File: config.mk
export PLATFORM = sky130hd
export DESIGN_NAME = cfi_log_queue_flat
export DESIGN_NICKNAME = d
export VERILOG_FILES = /design/src/rtl/cfi_log_queue_if.sv /design/src/rtl/cfi_log_queue.sv /design/src/flat_wrapper.sv
export SDC_FILE = /design/constraint.sdc
export NUM_CORES = 1
export LEC_CHECK = 0
export CORE_MARGIN = 8
export CORE_UTILIZATION = 59
export CTS_BUF_LIST = sky130_fd_sc_hd__clkbuf_16
export DETAILED_ROUTE_END_ITERATION = 6
export GPL_ROUTABILITY_DRIVEN = 0
export GPL_TIMING_DRIVEN = 0
export PLACE_DENSITY_LB_ADDON = 0.12
export SETUP_SLACK_MARGIN = 0.1
export SYNTH_ARGS = -nofsm -noshare
export SYNTH_HDL_FRONTEND = slang
export SYNTH_SLANG_ARGS = --single-unit
File: constraint.sdc
create_clock -name clk_i -period 10.28 [get_ports clk_i]
set_clock_uncertainty 0.1 [all_clocks]
set_input_delay 1.542 -clock clk_i [delete_from_list [all_inputs] [get_ports clk_i]]
set_output_delay 1.542 -clock clk_i [all_outputs]
set_load 0.05 [all_outputs]
File: src/rtl/cfi_log_queue_if.sv
// Checker-side stream of the CFI log queue: one record per valid/ready handshake.
// The record type belongs to the CFI filter and is passed in as a type parameter.
interface cfi_log_queue_if #(
    parameter type cfi_log_t = logic [63:0]
) ();
    logic     log_valid;
    logic     log_ready;
    cfi_log_t log_rec;

    modport master (
        output log_valid,
        output log_rec,
        input  log_ready
    );

    modport slave (
        input  log_valid,
        input  log_rec,
        output log_ready
    );
endinterface

File: src/rtl/cfi_log_queue.sv
// Circular FIFO between the commit-stage CFI filter and the CFI checker.
// Compacts checked+committed records per cycle, pops one per handshake, counts overflow drops.
module cfi_log_queue #(
    parameter int unsigned NR_COMMIT_PORTS = 2,
    parameter int unsigned DEPTH           = 8,
    parameter type         cfi_log_t       = logic [63:0]
) (
    input  logic                       clk_i,
    input  logic                       rst_i,
    input  logic                       flush_i,
    input  cfi_log_t                   log_i [NR_COMMIT_PORTS],
    input  logic [NR_COMMIT_PORTS-1:0] cfi_i,
    input  logic [NR_COMMIT_PORTS-1:0] commit_ack_i,
    output logic                       stall_o,
    cfi_log_queue_if.master            log_if,
    output logic [$clog2(DEPTH):0]     usage_o,
    output logic [15:0]                drop_cnt_o
);
    localparam int unsigned PtrW = $clog2(DEPTH);
    localparam int unsigned CntW = PtrW + 1;

    cfi_log_t               mem_q [DEPTH];
    logic [PtrW-1:0]        wr_ptr_q, wr_ptr_d;
    logic [PtrW-1:0]        rd_ptr_q, rd_ptr_d;
    logic [CntW-1:0]        count_q, count_d;
    logic [15:0]            drop_q, drop_d;

    logic [NR_COMMIT_PORTS-1:0] req;
    logic [NR_COMMIT_PORTS-1:0] wr_en;
    logic [PtrW-1:0]            wr_addr [NR_COMMIT_PORTS];
    logic [CntW-1:0]            free;
    logic [CntW-1:0]            n_acc;
    logic [CntW-1:0]            n_drop;
    logic [16:0]                drop_sum;
    logic                       pop;

    // Free slots come from the registered count only; a same-cycle pop does not help pushes.
    always_comb begin
        req    = cfi_i & commit_ack_i;
        free   = CntW'(DEPTH) - count_q;
        n_acc  = '0;
        n_drop = '0;
        for (int i = 0; i < int'(NR_COMMIT_PORTS); i++) begin
            wr_en[i]   = 1'b0;
            wr_addr[i] = wr_ptr_q + n_acc[PtrW-1:0];
            if (req[i]) begin
                if (n_acc < free) begin
                    wr_en[i] = 1'b1;
                    n_acc    = n_acc + 1'b1;
                end else begin
                    n_drop = n_drop + 1'b1;
                end
            end
        end
    end

    assign pop      = (count_q != '0) & log_if.log_ready;
    assign drop_sum = {1'b0, drop_q} + 17'(n_drop);

    always_comb begin
        wr_ptr_d = wr_ptr_q + n_acc[PtrW-1:0];
        rd_ptr_d = rd_ptr_q + PtrW'(pop);
        count_d  = count_q + n_acc - CntW'(pop);
        drop_d   = drop_sum[16] ? 16'hFFFF : drop_sum[15:0];
        // Flush discards this cycle's traffic and does not treat lost pushes as drops.
        if (flush_i) begin
            wr_ptr_d = '0;
            rd_ptr_d = '0;
            count_d  = '0;
            drop_d   = drop_q;
        end
    end

    always_ff @(posedge clk_i) begin
        if (rst_i) begin
            wr_ptr_q <= '0;
            rd_ptr_q <= '0;
            count_q  <= '0;
            drop_q   <= '0;
        end else begin
            wr_ptr_q <= wr_ptr_d;
            rd_ptr_q <= rd_ptr_d;
            count_q  <= count_d;
            drop_q   <= drop_d;
        end
    end

    always_ff @(posedge clk_i) begin
        for (int i = 0; i < int'(NR_COMMIT_PORTS); i++) begin
            if (wr_en[i] && !flush_i && !rst_i) begin
                mem_q[wr_addr[i]] <= log_i[i];
            end
        end
    end

    assign log_if.log_valid = (count_q != '0);
    assign log_if.log_rec   = mem_q[rd_ptr_q];
    assign usage_o          = count_q;
    assign stall_o          = free < CntW'(NR_COMMIT_PORTS);
    assign drop_cnt_o       = drop_q;
endmodule

File: src/flat_wrapper.sv
// flat-port wrapper written by rule: the top's interface ports become plain ports
module cfi_log_queue_flat 
#(
    parameter int unsigned NR_COMMIT_PORTS = 2,
    parameter int unsigned DEPTH           = 8,
    parameter type         cfi_log_t       = logic [63:0]
)
  (clk_i, rst_i, flush_i, log_i, cfi_i, commit_ack_i, stall_o, usage_o, drop_cnt_o, log_if_log_valid, log_if_log_rec, log_if_log_ready);
  cfi_log_queue_if #(.cfi_log_t(cfi_log_t)) log_if_i ();
  input  logic clk_i;
  input  logic rst_i;
  input  logic flush_i;
  input  cfi_log_t log_i[NR_COMMIT_PORTS];
  input  logic [NR_COMMIT_PORTS-1:0] cfi_i;
  input  logic [NR_COMMIT_PORTS-1:0] commit_ack_i;
  output logic stall_o;
  output logic [$clog2(DEPTH):0] usage_o;
  output logic [15:0] drop_cnt_o;
  output wire logic [$bits(log_if_i.log_valid)-1:0] log_if_log_valid;
  output wire logic [$bits(log_if_i.log_rec)-1:0] log_if_log_rec;
  input wire logic [$bits(log_if_i.log_ready)-1:0] log_if_log_ready;
  assign log_if_log_valid = log_if_i.log_valid;
  assign log_if_log_rec = log_if_i.log_rec;
  assign log_if_i.log_ready = log_if_log_ready;
  cfi_log_queue #(.NR_COMMIT_PORTS(NR_COMMIT_PORTS), .DEPTH(DEPTH), .cfi_log_t(cfi_log_t)) u_core (.clk_i(clk_i), .rst_i(rst_i), .flush_i(flush_i), .log_i(log_i), .cfi_i(cfi_i), .commit_ack_i(commit_ack_i), .stall_o(stall_o), .log_if(log_if_i), .usage_o(usage_o), .drop_cnt_o(drop_cnt_o));
endmodule
==> key figures <==
Routing
  – Routed len/inst: 28.0 um
  – First-pass detailed-route iteration total: 5
  – Via count: 15541
  – DR DRC count: 0
  – Post-route ant nets: 0
  – Final wirelength: 68900 um
  – Initial drt markers: 1454
  – Vias/cell: 6.32

Synthesis
  – Ys Warns: 0
  – EDFF count, synth: about 510
  – Mapped Nets: 1666
  – Synthesized instance count: 1510
  – Flops & latches, synth: between 500 and 600
  – Asr flop ratio synth: 0
  – Mapped Area: 27200 sq um
  – Distinct cells, synth: 50
  – Syn Area/Cell: about 18 sq um
  – Synth Flop Type: edfxtp_1
  – Sequential area share after synthesis: 0.584

Place
  – Dpl hpwl: 42100 um
  – I/O Buffers: 219

STA
  – Max Clk Rate: between 0.15 and 0.2 GHz
  – Worst hold slack: 0.415 ns
  – Final period util: 0.558
  – RSZ-0062 raised after global routing: false
  – Worst slew pin tran: 1.08 ns
  – Fin. max-slew vios: 0
  – Min cycle time layout: 5.74 ns
  – Slew Limit Headroom: 0.278
  – # setup viols final: 0
  – Fin. Hold Viols: 0

Worst setup path
  – R2R Path Start: u_core.usage_o[0]
  – Critical Path Fanout Max: 10
  – Worst R2R Path Depth: 16
  – CP Cell Sequence: clkbuf_1 -> buf_1 -> mux4_2 -> mux2_2 -> clkdlybuf4s50_1
  – FF-to-FF setup slack: between 5 and 6 ns
  – FF-to-FF End: u_core.mem_q[1][24]
  – Slowest CP cell: buf_1
  – Crit end category: primary output
  – CP peak stage delay: 0.87 ns
  – Critical Path RT: slightly below 9 ns
  – Startpoint Class: flop
  – Arr. time, crit path: approximately 4.1 ns
  – Worst Setup Path Type: flop to primary output

Global routing
  – Total gr overflow: 0
  – Global-route usage over all layers: 0.256
  – Initial antenna violation count: 10
  – Vias in the first global route: 16577
  – Largest net degree at the start of global routing: 45
  – Global-route wire length before repair: between 100000 and 150000 um

Run status
  – Status: completed

CTS
  – Clk slew on worst S/H paths: 0.07 ns
  – Clock tree buffer depth: 3
  – CTS buffer count: 55
  – CTS tree: built
  – H-tree depth: 2
  – Clock tree root driver cell: clkbuf_16
  – Sink Count: 538
  – Worst skew pair latency: 0.61 ns
  – CTS resizes: 0
  – Post-CTS setup buffers: 0
  – Hold_buf cts: 0

Die
  – Die Width: ~230 um
  – Die Ht: around 230 um
  – Initial core utilization: 0.598
  – # IOs: 222
  – Core area: between 40000 and 50000 sq um
  – Die ar.: 53200 sq um
  – Num rows: 78

Power
  – Worst vdd ir: about 0.23 mV
  – Pwr/cell area: 170 nW/um^2
  – Total power: approximately 5.5 mW
  – Leak: 10.5 nW

Hold path
  – Hold EP: u_core.drop_cnt_o[10]
  – HP Class: flop to flop
  – Hold depth: 2
  – Hold Startpoint: u_core.drop_cnt_o[10]

Cells and area
  – Final net count: 1963
  – Layout cells sized above 1: 0.318
  – Layout area overhead: 18.3%
  – Fin util: 0.708
  – FILL cells: between 2000 and 3000

Flow run
  – Total of max-cap violations: 0
worst max-delay path: cells and delay by family (launching register included):
kind / cells / cell delay (ns)
flops: 1 / 0.36
buf+inv: 3 / 2.19
mux: 2 / 0.92
synth_stat cells (all sizes together) (2+ instances only):
| cell type | n | area share |
|---|---|---|
| nor3 | 3 | 0.00055 |
| inv | 20 | 0.0028 |
| ha | 17 | 0.0078 |
| xor2 | 5 | 0.0016 |
| and4 | 2 | 0.00064 |
| nand3b | 2 | 0.00055 |
| a21o | 2 | 0.00055 |
| nand2 | 14 | 0.0019 |
| mux4 | 128 | 0.11 |
| and2 | 9 | 0.0021 |
| a21oi | 17 | 0.0033 |
| mux2 | 577 | 0.24 |
| fa | 3 | 0.0022 |
| dfxtp | 26 | 0.019 |
| xnor2 | 10 | 0.0032 |
| nor3b | 2 | 0.00055 |
| and3 | 3 | 0.00069 |
| nor4b | 2 | 0.00064 |
| nor2 | 13 | 0.0018 |
| a211o | 2 | 0.00064 |
| buf | 73 | 0.023 |
| nand4 | 4 | 0.00092 |
| a311oi | 2 | 0.00064 |
| nand3 | 4 | 0.00074 |
| edfxtp | 512 | 0.57 |
| o21ai | 3 | 0.00055 |
| clkbuf | 26 | 0.0036 |
| a41o | 5 | 0.0018 |
| a31o | 4 | 0.0013 |
| a211oi | 7 | 0.0030 |
cells in the final DEF, fill, tap and decap left out, drive strengths merged, types with 7 or more instances in the layout:
master	netlist	routed
mux4	128	128
a21oi	17	17
nor2	13	13
clkdlybuf4s50	0	219
inv	20	40
and2	9	9
a211oi	7	7
edfxtp	512	512
nand2	14	14
xnor2	10	10
mux2	577	577
clkbuf	26	81
dfxtp	26	26
buf	73	94
diode	0	7
clkinv	0	25
ha	17	17
per-layer routing:
layer  share of wire  routed length (um)  global-route usage  vias to the layer above
li1                -                   -                   -                     6763
met1            0.42               28700               0.350                     8111
met2            0.49               33800               0.419                      550
met3           0.073                5010              0.0563                      105
met4           0.018                1260              0.0604                       12
met5          0.0012                  83                   0                        -
logic make-up after synthesis:
logic type | share of synthesized area
compound gates | 0.0132
mux | 0.345
simple gates | 0.0130
flops | 0.584
xor+xnor | 0.00483
buf+inv | 0.0294
fa+ha+maj | 0.0100
report_power, final:
part           total [mW]  switching, mW  internal, mW
Sequential           2.48         0.0195          2.46
Combinational        1.13          0.646         0.488
Clock                1.86          0.842          1.02
Total                5.47           1.51          3.96
cell type report:
cell class / count / area (sq um) / share of cell area
Antenna cell: 7 / 17.5 / 0.000544
Multi-Input combinational cell: 853 / 10600 / 0.329
Clock inverter: 47 / 258 / 0.00801
Buffer: 99 / 726 / 0.0225
Tap cell: 600 / 751 / 0.0233
Timing Repair Buffer: 240 / 2510 / 0.0780
Inverter: 20 / 75.1 / 0.00233
Sequential cell: 538 / 15900 / 0.494
Clock buffer: 55 / 1380 / 0.0428
sequential cells by signal (all words and copies together) (netlist names):
register and flops:
u_core.drop_cnt_o 16, u_core.usage_o 4, u_core.mem_q 512, u_core.wr_ptr_q 3
u_core.rd_ptr_q 3
worst max path at each step:
stage                       start             endpoint  slack, ns  depth (start not counted)
2_1_floorplan             flush_i   u_core.mem_q[4][0]       1.00                          4
3_3_place_gp             cfi_i[0]  u_core.mem_q[4][27]      -6.81                          4
3_5_place_dp      commit_ack_i[0]  u_core.mem_q[4][27]       4.67                         15
4_1_cts        u_core.rd_ptr_q[0]   log_if_log_rec[52]       4.51                          5
5_1_grt        u_core.rd_ptr_q[0]   log_if_log_rec[47]       4.40                          5
6_report       u_core.rd_ptr_q[0]   log_if_log_rec[52]       4.54                          5
through the flow:
stage | instance area (sq um) | cells | TNS, ns | worst slack (ns)
2_1_floorplan | 27200 | 1510 | 0 | 1.00
3_3_place_gp | 30100 | 2329 | -607.51 | -6.81
3_5_place_dp | 30500 | 2350 | 0 | 4.67
4_1_cts | 32200 | 2452 | 0 | 4.51
5_1_grt | 32200 | 2455 | 0 | 4.40
6_report | 32200 | 2459 | 0 | 4.54
Note: power is estimated with default switching activity, not from simulation.
